$ cat config.mk
export PLATFORM = sky130hd
export DESIGN_NAME = pipeline_ctrl
export DESIGN_NICKNAME = d
export VERILOG_FILES = /design/src/rtl/pipeline_ctrl_pkg.sv /design/src/rtl/pipeline_ctrl_hazard_detect.sv /design/src/rtl/pipeline_ctrl.sv
export SDC_FILE = /design/constraint.sdc
export NUM_CORES = 1
export LEC_CHECK = 0
export BUFFER_PORTS_ARGS = -buffer_cell sky130_fd_sc_hd__buf_2
export CORE_MARGIN = 1.5
export CORE_UTILIZATION = 25
export CTS_CLUSTER_DIAMETER = 50
export DETAILED_ROUTE_END_ITERATION = 10
export PLACE_DENSITY = 0.5
export SYNTH_ARGS = -nofsm -noshare
export SYNTH_HDL_FRONTEND = slang
export SYNTH_HIERARCHICAL = 1
export SYNTH_SLANG_ARGS = --single-unit
$ cat constraint.sdc
create_clock -name clk -period 2.6 [get_ports clk]
set_input_delay 0.52 -clock clk [delete_from_list [all_inputs] [get_ports clk]]
set_output_delay 0.52 -clock clk [all_outputs]
set_load 0.02 [all_outputs]
$ cat src/rtl/pipeline_ctrl_pkg.sv
// Shared types for the pipeline freeze/flush controller.
package pipeline_ctrl_pkg;

  localparam int REG_W = 4;

  typedef enum logic [1:0] {
    RUN      = 2'd0,
    MEM_WAIT = 2'd1,
    HALT     = 2'd2
  } state_e;

endpackage

$ cat src/rtl/pipeline_ctrl_hazard_detect.sv
// Register-hazard detector: decides whether the ID instruction must wait.
module hazard_detect
  import pipeline_ctrl_pkg::*;
(
  input  logic             fwd_en,
  input  logic [REG_W-1:0] id_src1,
  input  logic [REG_W-1:0] id_src2,
  input  logic             id_two_src,
  input  logic             id_src_valid,
  input  logic [REG_W-1:0] exe_dest,
  input  logic             exe_wb_en,
  input  logic             exe_mem_r_en,
  input  logic [REG_W-1:0] mem_dest,
  input  logic             mem_wb_en,
  output logic             hz
);

  logic exe_match;
  logic mem_match;

  assign exe_match = id_src_valid &
                     ((id_src1 == exe_dest) | (id_two_src & (id_src2 == exe_dest)));
  assign mem_match = id_src_valid &
                     ((id_src1 == mem_dest) | (id_two_src & (id_src2 == mem_dest)));

  // With forwarding only a load in EXE cannot be bypassed in time.
  always_comb begin
    if (fwd_en) begin
      hz = exe_match & exe_mem_r_en & exe_wb_en;
    end else begin
      hz = (exe_match & exe_wb_en) | (mem_match & mem_wb_en);
    end
  end

endmodule

$ cat src/rtl/pipeline_ctrl.sv
// Pipeline freeze/flush/stall controller with memory watchdog and
// saturating stall/flush performance counters.
module pipeline_ctrl
  import pipeline_ctrl_pkg::*;
#(
  parameter int MEM_TIMEOUT = 64,
  parameter int CNT_W       = 16
) (
  input  logic             clk,
  input  logic             rst,
  input  logic             fwd_en,
  input  logic [REG_W-1:0] id_src1,
  input  logic [REG_W-1:0] id_src2,
  input  logic             id_two_src,
  input  logic             id_src_valid,
  input  logic [REG_W-1:0] exe_dest,
  input  logic             exe_wb_en,
  input  logic             exe_mem_r_en,
  input  logic [REG_W-1:0] mem_dest,
  input  logic             mem_wb_en,
  input  logic             exe_branch_taken,
  input  logic             mem_req,
  input  logic             mem_ready,
  input  logic             err_clr,
  input  logic             cnt_clr,
  output logic             freeze,
  output logic             flush,
  output logic             stall_all,
  output logic             mem_error,
  output logic [CNT_W-1:0] stall_cnt,
  output logic [CNT_W-1:0] flush_cnt
);

  localparam int WAIT_W = $clog2(MEM_TIMEOUT + 1);

  state_e            state_q, state_d;
  logic [WAIT_W-1:0] wait_q, wait_d;
  logic              err_q, err_d;
  logic [CNT_W-1:0]  stall_cnt_q, flush_cnt_q;
  logic              hz;
  logic              stall_c, flush_c, freeze_c;

  hazard_detect u_hazard (
    .fwd_en       (fwd_en),
    .id_src1      (id_src1),
    .id_src2      (id_src2),
    .id_two_src   (id_two_src),
    .id_src_valid (id_src_valid),
    .exe_dest     (exe_dest),
    .exe_wb_en    (exe_wb_en),
    .exe_mem_r_en (exe_mem_r_en),
    .mem_dest     (mem_dest),
    .mem_wb_en    (mem_wb_en),
    .hz           (hz)
  );

  always_comb begin
    state_d  = state_q;
    wait_d   = wait_q;
    err_d    = err_q;
    stall_c  = 1'b0;
    flush_c  = 1'b0;
    freeze_c = 1'b0;
    case (state_q)
      RUN: begin
        stall_c  = mem_req & ~mem_ready;
        flush_c  = exe_branch_taken & ~stall_c;
        freeze_c = hz & ~flush_c & ~stall_c;
        // The entry cycle is already the first stalled cycle.
        if (stall_c) begin
          wait_d = WAIT_W'(1);
          if (MEM_TIMEOUT <= 1) begin
            state_d = HALT;
            err_d   = 1'b1;
          end else begin
            state_d = MEM_WAIT;
          end
        end
      end
      MEM_WAIT: begin
        stall_c = ~mem_ready;
        if (mem_ready) begin
          state_d = RUN;
        end else if (int'(wait_q) + 1 >= MEM_TIMEOUT) begin
          state_d = HALT;
          err_d   = 1'b1;
        end else begin
          wait_d = wait_q + 1'b1;
        end
      end
      HALT: begin
        freeze_c = 1'b1;
        if (err_clr) begin
          state_d = RUN;
          err_d   = 1'b0;
        end
      end
      default: state_d = RUN;
    endcase
  end

  // Controls are forced low while reset is held, independent of inputs.
  assign stall_all = stall_c & rst;
  assign flush     = flush_c & rst;
  assign freeze    = freeze_c & rst;
  assign mem_error = err_q;
  assign stall_cnt = stall_cnt_q;
  assign flush_cnt = flush_cnt_q;

  always_ff @(posedge clk or negedge rst) begin
    if (!rst) begin
      state_q <= RUN;
      wait_q  <= '0;
      err_q   <= 1'b0;
    end else begin
      state_q <= state_d;
      wait_q  <= wait_d;
      err_q   <= err_d;
    end
  end

  always_ff @(posedge clk or negedge rst) begin
    if (!rst) begin
      stall_cnt_q <= '0;
      flush_cnt_q <= '0;
    end else if (cnt_clr) begin
      stall_cnt_q <= '0;
      flush_cnt_q <= '0;
    end else begin
      if ((freeze_c | stall_c) && !(&stall_cnt_q)) stall_cnt_q <= stall_cnt_q + 1'b1;
      if (flush_c && !(&flush_cnt_q))              flush_cnt_q <= flush_cnt_q + 1'b1;
    end
  end

endmodule

==> parameters.txt <==
Parameter                              Value

CTS
  Clock tree from TritonCTS ... done
  Clock Sinks ... 42
  Clock buffers created by TritonCTS ... 5
  Skew-Pair Late Insertion Delay ... 0.29 ns
  CTS HTree Levels ... 2
  Buffer depth of the longest clock path ... 2
  Number of buffers inserted for hold repair after clock tree synthesis ... 0
  Clock transition at the register clock pins on the worst setup and hold paths after CTS ... 0.09 ns
  Root cell of the clock tree ... clkbuf_8

Global route
  Aggregate global routing overflow ... 0
  Via count of the first global-routing pass ... 2,505
  GR Util All Layers ... 13.4%
  Antenna violations before repair ... 0
  Global-route wire length before repair ... 12,300 um
  Pin count of the biggest net entering global routing ... 43

Route
  DRC violations left ... 0
  DRT Pass-1 Iters ... 6
  Antenna Violating Nets Remaining ... 0
  Total wire length after detailed routing ... 6990 um
  Ratio of routed vias to standard cells ... 4.95
  Detailed Route Iter0 Violations ... 145
  Met3 WL post-DR ... 220 um
  Post-DR wirelength/cell ... 13.9 um
  Via total after detailed routing ... 2,492
  Metal-1 WL ... 3280 um
  Highest metal layer with signal wires ... met4
  Wire length on met2 ... 3410 um

STA
  Worst hold slack ... 0.309 ns
  Hold violation total from the final report ... 0
  Setup repair after global routing missed its margin ... no
  # setup viols final ... 0
  Relative max-transition margin ... 52.7%
  Final slew viol count ... 0
  Clock skew ... 0.0140 ns
  Final critical path time including I/O delays and setup ... 2.39 ns
  Final period util ... 91.9%
  Measured slew at the worst slew-check pin ... 0.709 ns
  Highest Clock Rate ... 418 MHz

Setup path
  Kind of capture point of the worst setup path ... flop
  Critical setup path kind ... in2reg
  Crit path max fanout ... 19
  Chain of cells forming the critical path ... buf_2 > xor2_1 > nor4_1 > a31oi_1 > o22ai_1 > nand2b_1 > a21oi_2 > nor2_4 > nor4bb_1 > mux2_2
  Delay contributed by the slowest stage of the critical path ... 0.37 ns
  Worst endpoint required time ... 2.78 ns
  Setup crit start kind ... input port
  Worst reg2reg startpoint ... stall_cnt[0]$_DFFE_PN0P_
  Signal arrival time at the worst endpoint ... 2.57 ns
  Crit Reg-Reg Endpoint ... stall_cnt[5]$_DFFE_PN0P_
  Register-to-register setup slack ... 0.48 ns
  Worst-case reg-to-reg path depth ... 5
  Library cell contributing the largest single delay on the critical path ... mux2_2

Outcome
  Status ... completed

Yosys
  Post-synth EDFFs ... 0
  Netlist Area Pre-Place ... 2660 sq um
  Instance count of the mapped netlist ... 299
  Yosys reg bits ... 42
  Net count after synthesis ... 331
  Synth async-reset ratio ... 100%
  Portion of the post-synthesis area used by sequential elements ... 39.5%
  Synthesized area per cell ... 8.89 sq um
  Yosys warns ... 6
  Count of different cell masters after synthesis ... 49
  Main flop type after synthesis ... dfrtp_1

Layout
  Number of standard cells in the final layout excluding fillers ... 503
  Commonest non-fill, non-tap cell in the layout ... buf_2
  Final-stage net count ... 398
  Antenna diodes ... 0
  Area added between synthesis and finish ... 22.3%
  Core utilization of the finished layout ... 31.5%
  Fraction of final layout cells with drive strength greater than 1 ... 26.2%
  Commonest cells after routing, fill and taps aside ... buf_2 (64), dfrtp_1 (42), nor2_1 (30)

Job
  Number of max-cap violations ... 0

Power and ir drop
  Leakage power summed over all cells ... 1.42 nW
  Total power density per cell area ... 412 nW/um^2
  Peak ir drop on the vdd network ... 219 uV

Die
  Core footprint ... 10,300 sq um
  Count of standard-cell rows ... 37
  Number of top-level pins ... 65
  Total die area ... 11,300 sq um
  Initial core utilization ... 25.8%
  Vert. Die Dim ... 106 um
  Horiz. Die Dim ... 106 um

Placement
  Placer's final routability congestion estimate ... 0.806
  Quantity of I/O buffers inserted on ports ... 64
  Post-DP HPWL ... 5110 um
  Placed cell count ... 495

Min path
  Class of the tightest hold or removal check ... in2async
[power breakdown]
part           total, mW  internal [mW]  switching (mW)  leakage [nW]
Combinational      0.202         0.0828           0.119         0.797
Sequential         0.701          0.676          0.0251         0.580
Clock              0.436          0.190           0.246        0.0483
Total               1.34          0.948           0.390          1.42
[per-layer routing]
layer  vias up  track usage (%)
li1       1229                -
met1      1217             17.6
met3         6             2.76
met4         0             3.28
met5         -                0
met2        40             22.4
[final cells by class]
type | count | area [sq um]
fill | 1082 | 7070
multi-input combinational | 238 | 1540
sequential | 42 | 1050
timing repair buffer | 71 | 373
tap | 136 | 170
clock buffer | 5 | 68.8
inverter | 8 | 30.0
clock inverter | 3 | 18.8
[worst max-delay path, delay by kind of cell]
kind / cells / cell delay, ns
and+or+nand+nor: 4 / 0.88
AOI/OAI and AO/OA: 3 / 0.52
xor gates and xnor gates: 1 / 0.16
muxes: 1 / 0.37
buffers and inverters: 1 / 0.12
[cells by family (layout without fill, tap and decap cells)]
kind of cell               after synthesis  count (layout)  synth area share, %
muxes                                    8               8                 3.62
xor gates and xnor gates                28              28                 9.22
AOI/OAI and AO/OA                       56              56                 13.1
buffers and inverters                   19              87                 3.62
and+or+nand+nor                        143             143                 29.5
DFF                                     42              42                 39.5
adders and majority gates                3               3                 1.41
[state kept, by name, summed over array words and instances (netlist names)]
| register | count |
|---|---|
| mem_error | 1 |
| wait_q | 7 |
| state_q | 2 |
| flush_cnt | 16 |
| stall_cnt | 16 |
[per-stage QoR]
stage | TNS [ns] | worst slack [ns] | area, sq um | total power, mW
after floorplan | 0 | 0.246 | 2660 | 0.830
after global placement | -1.13 | -0.117 | 3140 | 0.914
after detailed placement | -2.23 | -0.223 | 3140 | 0.916
after CTS | 0 | 0.0915 | 3220 | 1.35
after global routing | 0 | 0.0907 | 3250 | 1.42
final | 0 | 0.210 | 3250 | 1.34
[cell usage after synthesis, types with 2 or more instances]
master	instances	area (sq um)
and2_1	2	12.5
and3_1	5	31.3
inv_1	8	30.0
nor4_1	8	50.1
nand2_1	26	97.6
or4_1	8	60.1
a211oi_1	2	15.0
mux2_4	2	30.0
xnor2_1	14	123
nor2b_1	7	43.8
a21oi_1	22	110
a31oi_1	7	43.8
ha_1	3	37.5
nand2b_1	4	25.0
nand3_1	15	75.1
o21bai_1	2	15.0
mux2_2	2	22.5
mux2_1	3	33.8
buf_6	3	33.8
o21ai_0	6	30.0
buf_2	2	10.0
nor2_1	30	113
nor3_1	14	70.1
or3_1	4	25.0
clkbuf_1	6	22.5
dfrtp_1	42	1050
and4_1	3	26.3
o31ai_1	8	60.1
xor2_1	14	123
nand4_1	7	43.8
nor4b_2	2	30.0
[worst max path at each step]
stage | startpoint | to | cells after the start
6_report | exe_dest[0] | stall_cnt[15]$_DFFE_PN0P_ | 10
5_1_grt | exe_dest[0] | stall_cnt[14]$_DFFE_PN0P_ | 10
4_1_cts | exe_dest[0] | stall_cnt[6]$_DFFE_PN0P_ | 10
3_5_place_dp | exe_dest[0] | stall_cnt[6]$_DFFE_PN0P_ | 10
3_3_place_gp | exe_dest[0] | stall_cnt[6]$_DFFE_PN0P_ | 10
2_1_floorplan | exe_dest[0] | stall_cnt[7]$_DFFE_PN0P_ | 10
[timing repair]
item | in CTS | in global routing
setup endpoints to repair | 0 | 5
buffers inserted | 0 | 0
resized for setup | 0 | 5
No activity file was read; power rests on OpenSTA's default activity.
